`config.mk`:
```
export PLATFORM = sky130hd
export DESIGN_NAME = lif_step_scheduler_flat
export DESIGN_NICKNAME = d
export VERILOG_FILES = /design/src/rtl/lif_step_scheduler_if.sv /design/src/rtl/lif_step_scheduler.sv /design/src/flat_wrapper.sv
export SDC_FILE = /design/constraint.sdc
export NUM_CORES = 1
export LEC_CHECK = 0
export CORE_UTILIZATION = 45
export DETAILED_ROUTE_END_ITERATION = 12
export PLACE_DENSITY = 0.73
export SYNTH_ARGS = -nofsm -noshare
export SYNTH_HDL_FRONTEND = slang
export SYNTH_SLANG_ARGS = --single-unit
```
`constraint.sdc`:
```
create_clock -name clk -period 1.9 [get_ports clk]
set_input_delay 0.38 -clock clk [delete_from_list [all_inputs] [get_ports clk]]
set_output_delay 0.38 -clock clk [all_outputs]
set_load 0.01 [all_outputs]
```
`src/rtl/lif_step_scheduler_if.sv`:
```
// Bundles the state-RAM port and the LIF-core request/result channel that
// connect the step scheduler to the rest of the neuron array.
interface lif_step_scheduler_if #(
  parameter int ADDR_W = 4,
  parameter int VW     = 8,
  parameter int TREF_W = 4
);
  // State RAM port; read data is valid one cycle after mem_rd_en.
  logic [ADDR_W-1:0]    mem_addr;
  logic                 mem_rd_en;
  logic [VW+TREF_W-1:0] mem_rd_data;
  logic                 mem_wr_en;
  logic [VW+TREF_W-1:0] mem_wr_data;

  // LIF core request handshake and result strobe.
  logic                 core_valid;
  logic                 core_ready;
  logic [ADDR_W-1:0]    core_neuron;
  logic [VW-1:0]        core_potential;
  logic                 core_res_valid;
  logic [VW-1:0]        core_res_potential;
  logic                 core_res_spike;

  modport master (
    output mem_addr, mem_rd_en, mem_wr_en, mem_wr_data,
    input  mem_rd_data,
    output core_valid, core_neuron, core_potential,
    input  core_ready, core_res_valid, core_res_potential, core_res_spike
  );

  modport slave (
    input  mem_addr, mem_rd_en, mem_wr_en, mem_wr_data,
    output mem_rd_data,
    input  core_valid, core_neuron, core_potential,
    output core_ready, core_res_valid, core_res_potential, core_res_spike
  );
endinterface

```
`src/rtl/lif_step_scheduler.sv`:
```
// Walks every logical neuron once per timestep, sharing one LIF core:
// read state word, either count down the refractory period locally or send
// the potential through the core, write the new state back, and publish the
// collected spike vector when the walk finishes.
module lif_step_scheduler #(
  parameter int NUM_NEURONS = 16,
  parameter int ADDR_W      = 4,
  parameter int VW          = 8,
  parameter int TREF_W      = 4
) (
  input  logic                   clk,
  input  logic                   reset_n,
  input  logic                   step_start,
  input  logic [TREF_W-1:0]      tref,
  output logic                   step_busy,
  output logic                   step_done,
  output logic [NUM_NEURONS-1:0] spike_vec,
  lif_step_scheduler_if.master   bus
);

  localparam logic [ADDR_W-1:0] LAST_IDX = ADDR_W'(NUM_NEURONS - 1);

  typedef enum logic [2:0] {
    IDLE,
    READ,
    WAIT_RD,
    ISSUE,
    WAIT_RES,
    WRITE,
    DONE
  } state_t;

  state_t                 state;
  logic [ADDR_W-1:0]      idx;
  logic [NUM_NEURONS-1:0] shadow;

  logic [VW-1:0]          rd_pot;
  logic [TREF_W-1:0]      rd_ref;

  assign rd_pot = bus.mem_rd_data[VW+TREF_W-1:TREF_W];
  assign rd_ref = bus.mem_rd_data[TREF_W-1:0];

  // Scheduler FSM; every output is registered and set on entry to the state
  // that owns it, so strobes line up exactly with the state they belong to.
  always_ff @(posedge clk or negedge reset_n) begin
    if (!reset_n) begin
      state              <= IDLE;
      idx                <= '0;
      shadow             <= '0;
      spike_vec          <= '0;
      step_busy          <= 1'b0;
      step_done          <= 1'b0;
      bus.mem_addr       <= '0;
      bus.mem_rd_en      <= 1'b0;
      bus.mem_wr_en      <= 1'b0;
      bus.mem_wr_data    <= '0;
      bus.core_valid     <= 1'b0;
      bus.core_neuron    <= '0;
      bus.core_potential <= '0;
    end else begin
      bus.mem_rd_en <= 1'b0;
      bus.mem_wr_en <= 1'b0;
      bus.mem_addr  <= '0;
      step_done     <= 1'b0;

      case (state)
        IDLE: begin
          if (step_start) begin
            state         <= READ;
            idx           <= '0;
            shadow        <= '0;
            step_busy     <= 1'b1;
            bus.mem_rd_en <= 1'b1;
            bus.mem_addr  <= '0;
          end
        end

        READ: begin
          state <= WAIT_RD;
        end

        WAIT_RD: begin
          if (rd_ref != '0) begin
            state           <= WRITE;
            bus.mem_wr_en   <= 1'b1;
            bus.mem_addr    <= idx;
            bus.mem_wr_data <= {{VW{1'b0}}, rd_ref - TREF_W'(1)};
          end else begin
            state              <= ISSUE;
            bus.core_valid     <= 1'b1;
            bus.core_neuron    <= idx;
            bus.core_potential <= rd_pot;
          end
        end

        ISSUE: begin
          if (bus.core_ready) begin
            state              <= WAIT_RES;
            bus.core_valid     <= 1'b0;
            bus.core_neuron    <= '0;
            bus.core_potential <= '0;
          end
        end

        WAIT_RES: begin
          if (bus.core_res_valid) begin
            state         <= WRITE;
            bus.mem_wr_en <= 1'b1;
            bus.mem_addr  <= idx;
            if (bus.core_res_spike) begin
              bus.mem_wr_data <= {{VW{1'b0}}, tref};
              shadow[idx]     <= 1'b1;
            end else begin
              bus.mem_wr_data <= {bus.core_res_potential, {TREF_W{1'b0}}};
            end
          end
        end

        WRITE: begin
          if (idx == LAST_IDX) begin
            state     <= DONE;
            step_done <= 1'b1;
            spike_vec <= shadow;
          end else begin
            state         <= READ;
            idx           <= idx + ADDR_W'(1);
            bus.mem_rd_en <= 1'b1;
            bus.mem_addr  <= idx + ADDR_W'(1);
          end
        end

        DONE: begin
          state     <= IDLE;
          step_busy <= 1'b0;
        end

        default: begin
          state <= IDLE;
        end
      endcase
    end
  end

endmodule
```
`src/flat_wrapper.sv`:
```
// flat-port wrapper written by rule: the top's interface ports become plain ports
module lif_step_scheduler_flat 
#(
  parameter int NUM_NEURONS = 16,
  parameter int ADDR_W      = 4,
  parameter int VW          = 8,
  parameter int TREF_W      = 4
)
  (clk, reset_n, step_start, tref, step_busy, step_done, spike_vec, bus_mem_addr, bus_mem_rd_en, bus_mem_wr_en, bus_mem_wr_data, bus_mem_rd_data, bus_core_valid, bus_core_neuron, bus_core_potential, bus_core_ready, bus_core_res_valid, bus_core_res_potential, bus_core_res_spike);
  lif_step_scheduler_if #(.ADDR_W(ADDR_W), .VW(VW), .TREF_W(TREF_W)) bus_i ();
  input  logic clk;
  input  logic reset_n;
  input  logic step_start;
  input  logic [TREF_W-1:0] tref;
  output logic step_busy;
  output logic step_done;
  output logic [NUM_NEURONS-1:0] spike_vec;
  output wire logic [$bits(bus_i.mem_addr)-1:0] bus_mem_addr;
  output wire logic [$bits(bus_i.mem_rd_en)-1:0] bus_mem_rd_en;
  output wire logic [$bits(bus_i.mem_wr_en)-1:0] bus_mem_wr_en;
  output wire logic [$bits(bus_i.mem_wr_data)-1:0] bus_mem_wr_data;
  input wire logic [$bits(bus_i.mem_rd_data)-1:0] bus_mem_rd_data;
  output wire logic [$bits(bus_i.core_valid)-1:0] bus_core_valid;
  output wire logic [$bits(bus_i.core_neuron)-1:0] bus_core_neuron;
  output wire logic [$bits(bus_i.core_potential)-1:0] bus_core_potential;
  input wire logic [$bits(bus_i.core_ready)-1:0] bus_core_ready;
  input wire logic [$bits(bus_i.core_res_valid)-1:0] bus_core_res_valid;
  input wire logic [$bits(bus_i.core_res_potential)-1:0] bus_core_res_potential;
  input wire logic [$bits(bus_i.core_res_spike)-1:0] bus_core_res_spike;
  assign bus_mem_addr = bus_i.mem_addr;
  assign bus_mem_rd_en = bus_i.mem_rd_en;
  assign bus_mem_wr_en = bus_i.mem_wr_en;
  assign bus_mem_wr_data = bus_i.mem_wr_data;
  assign bus_i.mem_rd_data = bus_mem_rd_data;
  assign bus_core_valid = bus_i.core_valid;
  assign bus_core_neuron = bus_i.core_neuron;
  assign bus_core_potential = bus_i.core_potential;
  assign bus_i.core_ready = bus_core_ready;
  assign bus_i.core_res_valid = bus_core_res_valid;
  assign bus_i.core_res_potential = bus_core_res_potential;
  assign bus_i.core_res_spike = bus_core_res_spike;
  lif_step_scheduler #(.NUM_NEURONS(NUM_NEURONS), .ADDR_W(ADDR_W), .VW(VW), .TREF_W(TREF_W)) u_core (.clk(clk), .reset_n(reset_n), .step_start(step_start), .tref(tref), .step_busy(step_busy), .step_done(step_done), .spike_vec(spike_vec), .bus(bus_i));
endmodule
```
Word level (Yosys, flattened, before mapping)
Index checks and enable logic that the tools add are counted.
{ "word_totals": {"reg_bits": 72, "word_cells": 89, "inputBits": 30, "output_inout_bits": 49} }
{ "classes": {"muxes": 42, "reduce_logical": 15, "addsub": 2, "eq_ne": 14, "magnitude_cmp": 2, "n_bitwise": 1} }
{ "ops": {"columns": ["cell", "n"], "rows": [
  ["$mux 16", 3],
  ["$mux 12", 3],
  ["$pmux 16 s2", 1],
  ["$mux 4", 7],
  ["$pmux 12 s2", 1],
  ["$pmux 3 s6", 1],
  ["$mux 8", 2],
  ["$or 16x16->16", 1],
  ["$pmux 4 s2", 2],
  ["$pmux 8 s2", 1],
  ["$mux 3", 5],
  ["$ne 2x2->1 const B", 6],
  ["$pmux 4 s3", 1],
  ["$reduce_and 3->1", 4],
  ["$mux 1", 10],
  ["$reduce_bool 2->1", 5],
  ["$eq 3x3->1 const B", 3],
  ["$pmux 1 s2", 4],
  ["$eq 3x2->1 const B", 2],
  ["$lt 4x5->1 const B", 1],
  ["$add 4x1->4 const B", 1],
  ["$demux 1 s4", 1],
  ["$eq 4x4->1 const B", 1],
  ["$ge 4x1->1 const B", 1],
  ["other kinds (8)", 9]
]} }

Longest topological paths before layout
{ "depth": {"depth_word": 8, "depth_mapped": 7} }

Worst setup path before layout
No wires, ideal clock.
{ "synth_path": {"kind": "register to register", "from": "reg u_core.idx[0]", "to": "reg u_core.spike_vec[10]", "required_ns": 1.775, "path_stages_with_launch": 7, "setup_ns": 0.125, "path_buffers": 2, "setup_slack_ns": 0.084, "arrival_time_ns": 1.692, "cell_sequence": "dfrtp_1 -> ha_1 -> clkbuf_1 -> nand3_1 -> nor2_4 -> buf_4 -> mux2_2"} }
{ "synth_between": {"elab_chain_len": 2} }
{ "synth_rtl": {"columns": ["item", "line_no", "source"], "rows": [
  ["start: declaration", "lif_step_scheduler.sv:34", "logic [ADDR_W-1:0] idx;"],
  ["start signal: assignment", "lif_step_scheduler.sv:126", "idx <= idx + ADDR_W'(1);"],
  ["$eq 4x4->1", "lif_step_scheduler.sv:120", "if (idx == LAST_IDX) begin"],
  ["$reduce_and 2->1 (no source line)", null, null],
  ["end signal: assignment", "lif_step_scheduler.sv:123", "spike_vec <= shadow;"],
  ["end: declaration", "lif_step_scheduler.sv:17", "output logic [NUM_NEURONS-1:0] spike_vec,"]
]} }
No other way between the ends.
A chain may end at the register's enable or synchronous reset.

Final worst setup path
{ "layout_path": {"from": "in bus_mem_rd_data[0]", "to": "reg u_core.bus.core_neuron[3]"} }
{ "layout_between": {"elab_chain_len": 3} }
{ "layout_rtl": {"columns": ["item", "line_no", "source"], "rows": [
  ["start: declaration", "flat_wrapper.sv:22", "input wire logic [$bits(bus_i.mem_rd_data)-1:0] bus_mem_rd_data;"],
  ["$reduce_bool 4->1", "lif_step_scheduler.sv:83", "if (rd_ref != '0) begin"],
  ["$ne 2x2->1 (no source line)", null, null],
  ["$reduce_and 3->1 (no source line)", null, null],
  ["end signal: assignment", "lif_step_scheduler.sv:91", "bus.core_neuron <= idx;"],
  ["end: declaration", "lif_step_scheduler_if.sv:27", "output core_valid, core_neuron, core_potential,"]
]} }
No other way between the ends.

==> run_results.csv <==
group,metric,value,unit
run_status,outcome,"finished clean",
place,place_congestion,0.810,
global_route,grt_max_degree,58,
place,hpwl,5360,um
timing,period_share,93.5,%
critical_path,worst-setup-path-type,"input port to flop",
clocking,ctsRootBufferMaster,"clkbuf_8",
timing,fin_crit,1.78,ns
critical_path,crit_path_max_incr_delay,0.42,ns
logic_synthesis,synth-seq-area-share,54.5,%
timing,setup_viol,0,
logic_synthesis,synth_edf_count,0,
power_and_ir_drop,vdd.ir_drop.worst,0.597,mV
clocking,cts.sinks,72,
logic_synthesis,synth_most_common_cell,"dfrtp_1",
routing,wl_per_cell,15.5,um
floorplanning,row_count,30,
power_and_ir_drop,p_per_area,1170,nW/um^2
routing,avgViaCountPerCell,5.38,
logic_synthesis,avgSynthCellArea,11.6,sq um
timing,setup_ws,0.123,ns
global_route,grt_overflow_total,0,
floorplanning,die_area,7700,sq um
clocking,clk_pin_slew,0.08,ns
power_and_ir_drop,finalPower,5.38,mW
cells_and_area,utilization,65.9,%
place,pre_cts_slack,-0.295,ns
power_and_ir_drop,leakage,2.07,nW
logic_synthesis,yosysWarnings,0,
critical_path,crit_required,2.12,ns
logic_synthesis,yosysUniqueCellTypes,55,
critical_path,rr_worst_depth,3,
logic_synthesis,synth_common_cells,"72 x dfrtp_1, 31 x nand2_1, 19 x inv_1",
critical_path,crit_path_frequent_cell,"buf_4",
logic_synthesis,ys.flop_type,"dfrtp_1",
flow_run,cap_violations,0,
global_route,grt_pass1_wl,12800,um
global_route,grt_pass1_vias,2623,
timing,hold_violations,0,
floorplanning,initial_core_util,47.6,%
min_path,hold_path_class,"input port to asynchronous set/reset pin",
cells_and_area,antenna_cells,0,
critical_path,crit_fanout,6,
logic_synthesis,synthCells,285,
place,port_buffers,78,
critical_path,slowest_stage,"clkdlybuf4s50_1",
logic_synthesis,synth_top_cell_area_share,54.5,%
cells_and_area,final_area,4580,sq um
logic_synthesis,synth_nets,320,
logic_synthesis,synth_area_leaders,"dfrtp_1 54%, mux2_2 5.4%, a22o_1 3.7%, nand2_1 3.5%, o211ai_1 3.4%",
clocking,clockBufferDepth,2,
logic_synthesis,synth_seq_cells,72,
timing,max_freq,563,MHz
routing,wl,7470,um
timing,slew_headroom,75.2,%
critical_path,crit_path_cell_trace,"clkdlybuf4s50_1 > inv_1 > ha_1 > buf_4 > or3b_4 > buf_4 > o211ai_1 > o21ai_0",
place,place_inst,466,
timing,finalMaxSlewViolations,0,
cells_and_area,nets,417,
critical_path,reg2reg_slack,0.20,ns
global_route,antenna_found_initial,0,
logic_synthesis,async_flop_share,100,%
timing,rsz0062_at_grt,"false",
timing,setup-tns-final,0,ns
timing,holdWs,0.481,ns
cells_and_area,area_growth,38.4,%
routing,drt_iter0_drc,117,
floorplanning,dieHeight,87.7,um
routing,dr.pass1.iters,4,
floorplanning,core,6940,sq um
cells_and_area,n_fill_cell,558,
routing,drc,0,
place,placed_area,4340,sq um
floorplanning,fp.dieW,87.7,um
routing,num_vias,2593,
floorplanning,num_io_pins,79,
clocking,cts_made_buffers,9,
critical_path,end_kind,"flop",
logic_synthesis,yosys.area.top_type,"dfrtp_1",
cells_and_area,final_cells,482,
clocking,worstSkewPairLatency,0.34,ns
routing,ant_nets,0,
critical_path,cp-start-kind,"input port",
timing,worst_slew_pin_slew,0.371,ns
timing,skew,0.00955,ns
global_route,grt_use_total,21.8,%
clocking,ctsHtreeMaxLevel,3,
clocking,cts_tree,"done",
cells_and_area,drive_gt1_share,19.7,%
logic_synthesis,synth_area,3310,sq um
critical_path,worstPathArrival,2.00,ns
routing by layer:
metal,wire length (um),up-vias,track usage [%]
met4,153,0,7.60
met5,0,-,0
li1,-,1232,-
met3,435,14,5.94
met2,3560,90,35.2
met1,3330,1257,28.2
cells in the final DEF (no fill, tap or decap), types with 2 or more instances in the layout:
| cell | Yosys | layout |
|---|---|---|
| clkdlybuf4s50_1 | 0 | 77 |
| dfrtp_1 | 72 | 72 |
| nand2_1 | 31 | 31 |
| buf_4 | 2 | 25 |
| inv_1 | 19 | 19 |
| mux2_2 | 16 | 16 |
| o211ai_1 | 15 | 15 |
| a22o_1 | 14 | 14 |
| o21ai_0 | 12 | 11 |
| nand3_1 | 10 | 10 |
| clkbuf_8 | 0 | 10 |
| o32ai_1 | 8 | 8 |
| ha_1 | 5 | 5 |
| o2bb2ai_1 | 4 | 4 |
| nor2b_1 | 4 | 4 |
| nor4_4 | 3 | 3 |
| a21oi_1 | 3 | 3 |
| buf_12 | 0 | 3 |
| and3_1 | 2 | 2 |
| nor2_1 | 2 | 2 |
| a21o_1 | 2 | 2 |
| nand4b_1 | 2 | 2 |
| xnor2_1 | 2 | 2 |
| or3b_4 | 1 | 2 |
| nor4_1 | 2 | 2 |
| a21boi_0 | 2 | 2 |
| mux2i_1 | 2 | 2 |
| o221a_2 | 2 | 2 |
| bufinv_16 | 0 | 2 |
power breakdown:
| group | total, mW | switching [mW] | internal [mW] |
|---|---|---|---|
| clock | 1.33 | 0.564 | 0.767 |
| sequential | 2.10 | 0.269 | 1.83 |
| combinational | 1.94 | 0.947 | 0.998 |
cell type report:
| cell class | instances | area (sq um) | share of cell area (%) |
|---|---|---|---|
| clock inverter | 5 | 81.3 | 1.78 |
| multi-input combinational | 173 | 1330 | 29.1 |
| inverter | 19 | 71.3 | 1.56 |
| tap | 96 | 120 | 2.62 |
| sequential | 72 | 1800 | 39.3 |
| clock buffer | 10 | 138 | 3.01 |
| timing repair buffer | 107 | 1030 | 22.6 |
critical path: cells and delay by family:
family / cells / cell delay, ns
buffers and inverters: 4 / 0.78
adders and majority gates: 1 / 0.16
and+or+nand+nor: 1 / 0.39
AOI/OAI and AO/OA: 2 / 0.29
flip-flops by register name, summed over array words and instances, names as in the netlist, 3 cells and up:
signal,flops
u_core.bus.core_neuron,4
u_core.bus.core_potential,8
u_core.bus.mem_addr,4
u_core.bus.mem_wr_data,12
u_core.idx,4
u_core.shadow,16
u_core.spike_vec,16
u_core.state,3
timing repair:
item,in CTS,in global routing
hold buffers,1,0
endpoints found under the setup margin,0,6
resized for setup,0,3
setup buffers,0,0
hold endpoints to repair,15,0
cells by family after synthesis:
family / Yosys count / synth area share, %
AOI/OAI and AO/OA: 73 / 17.2
xor gates and xnor gates: 2 / 0.530
and+or+nand+nor: 74 / 13.9
buffers and inverters: 40 / 5.45
adders and majority gates: 5 / 1.89
DFF: 72 / 54.5
muxes: 19 / 6.51
final timing paths:
check	start	endpoint
setup / recovery	bus_mem_rd_data[0]	u_core.bus.core_neuron[3]$_DFFE_PN0P_
hold / removal	reset_n	u_core.spike_vec[6]$_DFFE_PN0P_
setup reg to reg	u_core.state[2]$_DFFE_PN0P_	u_core.shadow[5]$_DFFE_PN0P_
hold reg to reg	u_core.shadow[8]$_DFFE_PN0P_	u_core.shadow[8]$_DFFE_PN0P_
max in group asynchronous	reset_n	u_core.idx[3]$_DFFE_PN0P_
min in group clk	u_core.shadow[8]$_DFFE_PN0P_	u_core.shadow[8]$_DFFE_PN0P_
Note: power is estimated with default switching activity, not from simulation.
